===== src/rtl/button_bank.sv =====
// Multi-channel push-button front end: synchroniser, debounce, press/release strobes,
// short-press toggle, long-press hold flag and auto-repeat strobe per channel.
module button_bank #(
  parameter int NUM_BUTTONS     = 4,
  parameter int DEBOUNCE_CYCLES = 250000,
  parameter int HOLD_CYCLES     = 12500000,
  parameter int REPEAT_CYCLES   = 2500000,
  parameter int ACTIVE_LOW      = 0
) (
  input  logic                   clk,
  input  logic                   rst_n,
  input  logic [NUM_BUTTONS-1:0] buttons_in,
  input  logic [NUM_BUTTONS-1:0] repeat_en,
  output logic [NUM_BUTTONS-1:0] level,
  output logic [NUM_BUTTONS-1:0] press_pulse,
  output logic [NUM_BUTTONS-1:0] release_pulse,
  output logic [NUM_BUTTONS-1:0] toggle,
  output logic [NUM_BUTTONS-1:0] hold,
  output logic [NUM_BUTTONS-1:0] repeat_pulse
);

  localparam int DEB_W  = $clog2(DEBOUNCE_CYCLES + 1);
  localparam int HOLD_W = $clog2(HOLD_CYCLES + 1);
  localparam int REP_W  = $clog2(REPEAT_CYCLES + 1);

  localparam logic [DEB_W-1:0]  DEB_LAST  = DEB_W'(DEBOUNCE_CYCLES - 1);
  localparam logic [HOLD_W-1:0] HOLD_LAST = HOLD_W'(HOLD_CYCLES - 1);
  localparam logic [REP_W-1:0]  REP_LAST  = REP_W'(REPEAT_CYCLES - 1);

  typedef enum logic [1:0] {IDLE, PRESSED, HELD} hold_state_t;

  logic [NUM_BUTTONS-1:0] pin_norm;
  logic [NUM_BUTTONS-1:0] sync_meta;
  logic [NUM_BUTTONS-1:0] sync_q;

  // Pins are normalised to 1 = pressed before the synchroniser, so reset value 0 means unpressed.
  assign pin_norm = (ACTIVE_LOW != 0) ? ~buttons_in : buttons_in;

  always_ff @(posedge clk or negedge rst_n) begin
    if (!rst_n) begin
      sync_meta <= '0;
      sync_q    <= '0;
    end else begin
      sync_meta <= pin_norm;
      sync_q    <= sync_meta;
    end
  end

  for (genvar i = 0; i < NUM_BUTTONS; i++) begin : g_chan
    logic [DEB_W-1:0]  deb_cnt;
    logic              level_q;
    logic              press_q;
    logic              release_q;
    logic              commit;
    logic              press_commit;
    logic              release_commit;
    hold_state_t       state_q;
    hold_state_t       state_d;
    logic [HOLD_W-1:0] hold_cnt_q;
    logic [HOLD_W-1:0] hold_cnt_d;
    logic [REP_W-1:0]  rep_cnt_q;
    logic [REP_W-1:0]  rep_cnt_d;
    logic              toggle_q;
    logic              toggle_d;
    logic              rep_pulse_q;
    logic              rep_pulse_d;

    assign commit         = (sync_q[i] != level_q) && (deb_cnt == DEB_LAST);
    assign press_commit   = commit && !level_q;
    assign release_commit = commit && level_q;

    always_ff @(posedge clk or negedge rst_n) begin
      if (!rst_n) begin
        deb_cnt   <= '0;
        level_q   <= 1'b0;
        press_q   <= 1'b0;
        release_q <= 1'b0;
      end else begin
        press_q   <= press_commit;
        release_q <= release_commit;
        if (sync_q[i] == level_q) begin
          deb_cnt <= '0;
        end else if (commit) begin
          level_q <= sync_q[i];
          deb_cnt <= '0;
        end else begin
          deb_cnt <= deb_cnt + DEB_W'(1);
        end
      end
    end

    always_ff @(posedge clk or negedge rst_n) begin
      if (!rst_n) begin
        state_q     <= IDLE;
        hold_cnt_q  <= '0;
        rep_cnt_q   <= '0;
        toggle_q    <= 1'b0;
        rep_pulse_q <= 1'b0;
      end else begin
        state_q     <= state_d;
        hold_cnt_q  <= hold_cnt_d;
        rep_cnt_q   <= rep_cnt_d;
        toggle_q    <= toggle_d;
        rep_pulse_q <= rep_pulse_d;
      end
    end

    // Release always wins over the hold threshold and over a repeat wrap on the same edge.
    always_comb begin
      state_d     = state_q;
      hold_cnt_d  = hold_cnt_q;
      rep_cnt_d   = rep_cnt_q;
      toggle_d    = toggle_q;
      rep_pulse_d = 1'b0;
      case (state_q)
        IDLE: begin
          if (press_commit) begin
            state_d    = PRESSED;
            hold_cnt_d = '0;
          end
        end
        PRESSED: begin
          if (release_commit) begin
            state_d  = IDLE;
            toggle_d = ~toggle_q;
          end else if (hold_cnt_q == HOLD_LAST) begin
            state_d     = HELD;
            rep_cnt_d   = '0;
            rep_pulse_d = repeat_en[i];
          end else begin
            hold_cnt_d = hold_cnt_q + HOLD_W'(1);
          end
        end
        HELD: begin
          if (release_commit) begin
            state_d = IDLE;
          end else if (rep_cnt_q == REP_LAST) begin
            rep_cnt_d   = '0;
            rep_pulse_d = repeat_en[i];
          end else begin
            rep_cnt_d = rep_cnt_q + REP_W'(1);
          end
        end
        default: state_d = IDLE;
      endcase
    end

    assign level[i]         = level_q;
    assign press_pulse[i]   = press_q;
    assign release_pulse[i] = release_q;
    assign toggle[i]        = toggle_q;
    assign hold[i]          = (state_q == HELD);
    assign repeat_pulse[i]  = rep_pulse_q;
  end

endmodule


===== config.mk =====
export PLATFORM = sky130hd
export DESIGN_NAME = button_bank
export DESIGN_NICKNAME = d
export VERILOG_FILES = /design/src/rtl/button_bank.sv
export SDC_FILE = /design/constraint.sdc
export NUM_CORES = 1
export LEC_CHECK = 0
export BUFFER_PORTS_ARGS = -buffer_cell sky130_fd_sc_hd__buf_2
export CAP_MARGIN = 20
export CELL_PAD_IN_SITES_DETAIL_PLACEMENT = 0
export CELL_PAD_IN_SITES_GLOBAL_PLACEMENT = 1
export CORE_ASPECT_RATIO = 1.25
export CORE_MARGIN = 3
export CORE_UTILIZATION = 49
export DETAILED_ROUTE_END_ITERATION = 8
export PLACE_DENSITY = 0.76
export SYNTH_ARGS = -nofsm -noshare
export SYNTH_HDL_FRONTEND = slang
export SYNTH_SLANG_ARGS = --single-unit

===== constraint.sdc =====
create_clock -name clk -period 2.8 [get_ports clk]
set_input_delay 0.56 -clock clk [delete_from_list [all_inputs] [get_ports clk]]
set_output_delay 0.56 -clock clk [all_outputs]
set_load 0.01 [all_outputs]

# Yosys cells after proc, flatten, opt, wreduce, memory -nomap -nowiden
# Index checks and enable logic that the tools add are counted.
op_classes:
  add_sub_neg: 12
  n_eq_ne: 56
  mux: 84
  n_bitwise: 8
  reduce_logical: 48
op_table:
  columns: ["cell", "n"]
  rows:
  - ["$mux 22", 16]
  - ["$mux 24", 12]
  - ["$pmux 24 s2", 4]
  - ["$pmux 22 s2", 4]
  - ["$mux 18", 8]
  - ["$add 24x1->24 const B", 4]
  - ["$eq 24x24->1 const B", 4]
  - ["$add 22x1->22 const B", 4]
  - ["$eq 22x22->1 const B", 4]
  - ["$add 18x1->18 const B", 4]
  - ["$eq 18x18->1 const B", 4]
  - ["$ne 2x2->1 const B", 20]
  - ["$mux 2", 16]
  - ["$reduce_and 4->1", 8]
  - ["$pmux 2 s3", 4]
  - ["$mux 1", 16]
  - ["$reduce_and 2->1", 8]
  - ["$reduce_bool 2->1", 8]
  - ["$logic_and 1x1->1", 12]
  - ["$ne 3x3->1 const B", 4]
  - ["$reduce_and 3->1", 4]
  - ["$eq 2x1->1 const B", 4]
  - ["$eq 2x2->1 const B", 4]
  - ["$logic_not 2->1", 4]
  - ["6 further kinds", 28]
word_totals:
  reg_bits: 292
  input_bits: 10
  output_inout_bits: 24
  wordCells: 246

# Depth between registers and ports, before layout
depth:
  word_depth: 5
  mapped_depth: 10
  depth_no_buf: 7

# Worst setup path before layout
# No wires, ideal clock.
synth_timing:
  kind: "register -> register"
  from: "register g_chan[3].rep_cnt_q[14]"
  to: "register g_chan[3].rep_cnt_q[16]"
  setup_ps: 128
  arrival_ps: 2439
  t_required_ps: 2672
  setup_slack_ps: 233
  stages_incl_launch_ff: 8
  path_buffers: 2
  period_less_slack_ps: 2567
  cell_sequence: "dfrtp_1 > or4b_1 > or4_4 > o41ai_4 > or2_1 > buf_6 > buf_12 > o31ai_1"
synth_via:
  elab_chain_len: 4
  elab_cells_between_ends: 5
  classes_between: "add/sub (1); eq/ne (1); mux (3)"
synth_lines:
  columns: ["item", "line_no", "text"]
  rows:
  - ["from (decl)", "61", "logic [REP_W-1:0] rep_cnt_q;"]
  - ["from (signal assigned)", "102", "rep_cnt_q <= rep_cnt_d;"]
  - ["$add 22x1->22 or $eq 22x22->1 (tied branches)", "141, 137", null]
  - ["$mux 22 *", "137", "end else if (rep_cnt_q == REP_LAST) begin"]
  - ["$mux 22 *", "135", "if (release_commit) begin"]
  - ["$pmux 22 s2 *", "115", "case (state_q)"]
# Every way passes the cells marked *; elsewhere a longest branch is shown, timed or not. The select of a mux whose other input is x is not followed.
# A chain may end at the register's enable or synchronous reset.

# Worst setup path after layout
layout_timing:
  from: "register g_chan[0].deb_cnt[8]"
  to: "register g_chan[0].state_q[0]"
layout_via:
  elab_chain_len: 5
  elab_cells_between_ends: 10
  classes_between: "eq/ne (4); mux (2); reduce/logical (4)"
layout_lines:
  columns: ["item", "line_no", "text"]
  rows:
  - ["from (decl)", "50", "logic [DEB_W-1:0] deb_cnt;"]
  - ["from (signal assigned)", "87", "deb_cnt <= deb_cnt + DEB_W'(1);"]
  - ["$eq 18x18->1 *", "68", "assign commit = (sync_q[i] != level_q) && (deb_cnt == DEB_LAST);"]
  - ["$logic_and 1x1->1 *", "68", null]
  - ["$logic_and 1x1->1 (on tied branches)", "70, 69", null]
  - ["$ne 3x3->1 (no source line) (tied with other cells)", null, null]
  - ["$reduce_and 3->1 (no source line) or $pmux 2 s3 (tied branches)", null, null]
  - ["to (signal assigned)", "100", "state_q <= state_d;"]
  - ["to (decl)", "57", "hold_state_t state_q;"]
# Every way passes the cells marked *; elsewhere a longest branch is shown, timed or not.

==> run metrics <==
antenna violations before repair=0; Mapped Area=about 16,000 µm²; post-synth top area cell=dfrtp_1; clk_lat worst skew=about 0.51 ns; # IOs=34; share of cells above drive strength 1=10.53%; Layout Cells excl Fill=around 2,300; Final min period=between 2 and 3 ns; CTS hold repair buffers=0; Cell Chain, Critical Path=or4b_2 > or2_2 > or2_1 > o32ai_2 > o21ai_0 > mux2_2; # DRC=0; Post-Route WL=~37 mm; syn_nets=between 1,500 and 2,000; length of routed met3 wiring=roughly 1.1 mm; CP Buf/Inv Count=0; yosys warns=0; Fillers=between 2,000 and 3,000; Final Hold Violating Endpoints=0; core area=32,240 µm²; Max-Cap Viols=0; CP max stage cell=or4b_2; # diodes=0; Yosys top cell area share=about 45%; CP endpoint kind=flip-flop; kind of critical path=flip-flop to flip-flop; R2R Setup Slk=0.19 ns; Die W=168.6 µm; vias per cell=just under 6; Sink Count=292; period utilisation layout=approximately 93%; DR WL/cell=16.29 µm; number of synthesized flops with an enable pin=0; Final ANT Viol Nets=0; Yosys cell types=76; total grt overflow=0; area of the die=around 35,000 µm²; commonest non-fill, non-tap cell in the layout=dfrtp_1; Pins Over Slew Limit=0; CTS root buffer=clkbuf_16; CTS Buf Count=34; routability cong.=0.8043; P_leak=roughly 8 nW; sequential area share after synthesis=45.10%; Area Overhead vs Synth=12.73%; Longest Clk Path Bufs=3; area occupied by multi-input gates=8268 µm²; worst path required time=roughly 3.2 ns; Cells after Synth=1,791; first-pass detailed-route iteration total=5; Cells after DPL=about 2,200; global-route wire length before repair=between 60 and 70 mm; port bufs=33; slew margin rel.=between 40 and 50%; fmax=0.3835 GHz; FF/Latch Area=7307 µm²; Initial Util=around half; dominant synthesized flop cell=dfrtp_1; Die Ht=about 210 µm; routed via count=approximately 14,000; Post-synth ARST share=100.0%; clock-pin slew on the worst setup and hold paths=approximately 0.06 ns; dpl hpwl=roughly 25 mm; CP peak stage delay=0.74 ns; min-delay worst type=primary input to async pin; post-layout net count=1,876; metal2 WL=18.22 mm; Synth area leaders=dfrtp_1, nand2_1, nand3_1; RSZ-0062 raised after global routing=false; Final Skew=between 0.01 and 0.015 ns; Pwr per Cell Area=between 400 and 500 nW/µm²; outcome=finished clean; htree depth=2; M1 WL=roughly 17 mm; R2R cell count=6; Synth Register Bits=about 300; CP top delay family=simple AND/OR/NAND/NOR gates; crit start category=flip-flop; Crit. path cell count=6; Worst Path Arrival=approximately 3 ns; most frequent cells in the layout=dfrtp_1, nand2_1, nor2_1; Crit Path Max Fanout=5; highest metal used=met4; largest net degree at the start of global routing=71; Max rail drop VDD=approximately 0.00065 V; row cnt=between 70 and 80; iteration-0 DRC count of the detailed router=703; GRT Util Overall=between 20% and 30%; TNS Setup=0 ns; Mean Syn Cell Area=slightly above 9 µm²; Setup Viol. Count Final=0; via count of the first global-routing pass=13,240; worst slew pin tran=about 0.8 ns; CTS tree=done
[where the power goes]
part | switching, mW | leakage (nW) | internal (mW) | total, mW
clock | 1.72 | 0.587 | 2.97 | 4.70
combinational | 0.118 | 3.27 | 0.0386 | 0.156
sequential | 0.0171 | 4.05 | 4.24 | 4.26
[stage by stage]
stage	hold WS [ns]	worst slack [ns]	cell area, µm²	power, mW	utilization, %
2_1_floorplan	0.2644	0.2329	16200	4.370	-
5_1_grt	0.04856	0.007649	18260	9.477	56.65
6_report	0.02804	0.1927	18260	9.110	56.65
3_3_place_gp	0.3346	0.1648	17080	4.497	52.96
3_5_place_dp	0.3357	0.1391	17080	4.500	52.96
4_1_cts	0.03313	0.1133	18260	9.289	56.63
[logic make-up after synthesis]
kind of cell | share of synthesized area, %
simple gates | 26.87
flops | 45.10
xor+xnor | 3.892
fa+ha+maj | 1.853
compound gates | 17.45
mux | 0.8958
buf+inv | 3.938
[metal layers]
layer	global-route usage [%]	vias up
met3	3.071	49
met2	36.21	183
met5	0	-
met4	5.645	0
li1	-	6713
met1	28.43	6589
[registers in the layout, summed over array words and instances (netlist names)]
| signal | count |
|---|---|
| g_chan.rep_pulse_q | 4 |
| g_chan.rep_cnt_q | 88 |
| g_chan.deb_cnt | 72 |
| sync_meta | 4 |
| g_chan.press_q | 4 |
| g_chan.state_q | 8 |
| g_chan.toggle_q | 4 |
| g_chan.level_q | 4 |
| sync_q | 4 |
| g_chan.release_q | 4 |
| g_chan.hold_cnt_q | 96 |
[synth_stat cells, types with 35 or more instances]
cell        n
a21oi_1    64
a31oi_1    39
and3_1     75
clkbuf_1   64
dfrtp_1   292
inv_1      42
nand2_1   177
nand3_1   131
nand4_1    42
nor2_1    155
nor3_1     54
o21ai_0   117
o31ai_1    44
xnor2_1    37
xor2_1     35
[timing repair]
| action | in CTS | in global routing |
|---|---|---|
| endpoints found under the setup margin | 0 | 25 |
| hold endpoints to repair | 0 | 0 |
| setup buffers | 0 | 0 |
| resized for setup | 0 | 2 |
[worst paths after layout]
| check | to | from |
|---|---|---|
| max reg2reg | g_chan[0].state_q[0] | g_chan[0].deb_cnt[8] |
| max in group asynchronous | g_chan[2].deb_cnt[13] | rst_n |
| min | g_chan[1].rep_cnt_q[11] | rst_n |
| min reg2reg | sync_q[3] | sync_meta[3] |
| max | g_chan[0].state_q[0] | g_chan[0].deb_cnt[8] |
| min in group clk | sync_meta[1] | buttons_in[1] |
[cell type report]
cell class | count | area share, %
multi-input cells | 1360 | 45.27
flip-flops and latches | 292 | 40.01
clock buffers | 46 | 5.529
repair buffers | 112 | 4.549
well taps | 412 | 2.822
clock inverters | 10 | 0.9591
inverters | 42 | 0.8632
Note: power is estimated with default switching activity, not from simulation.
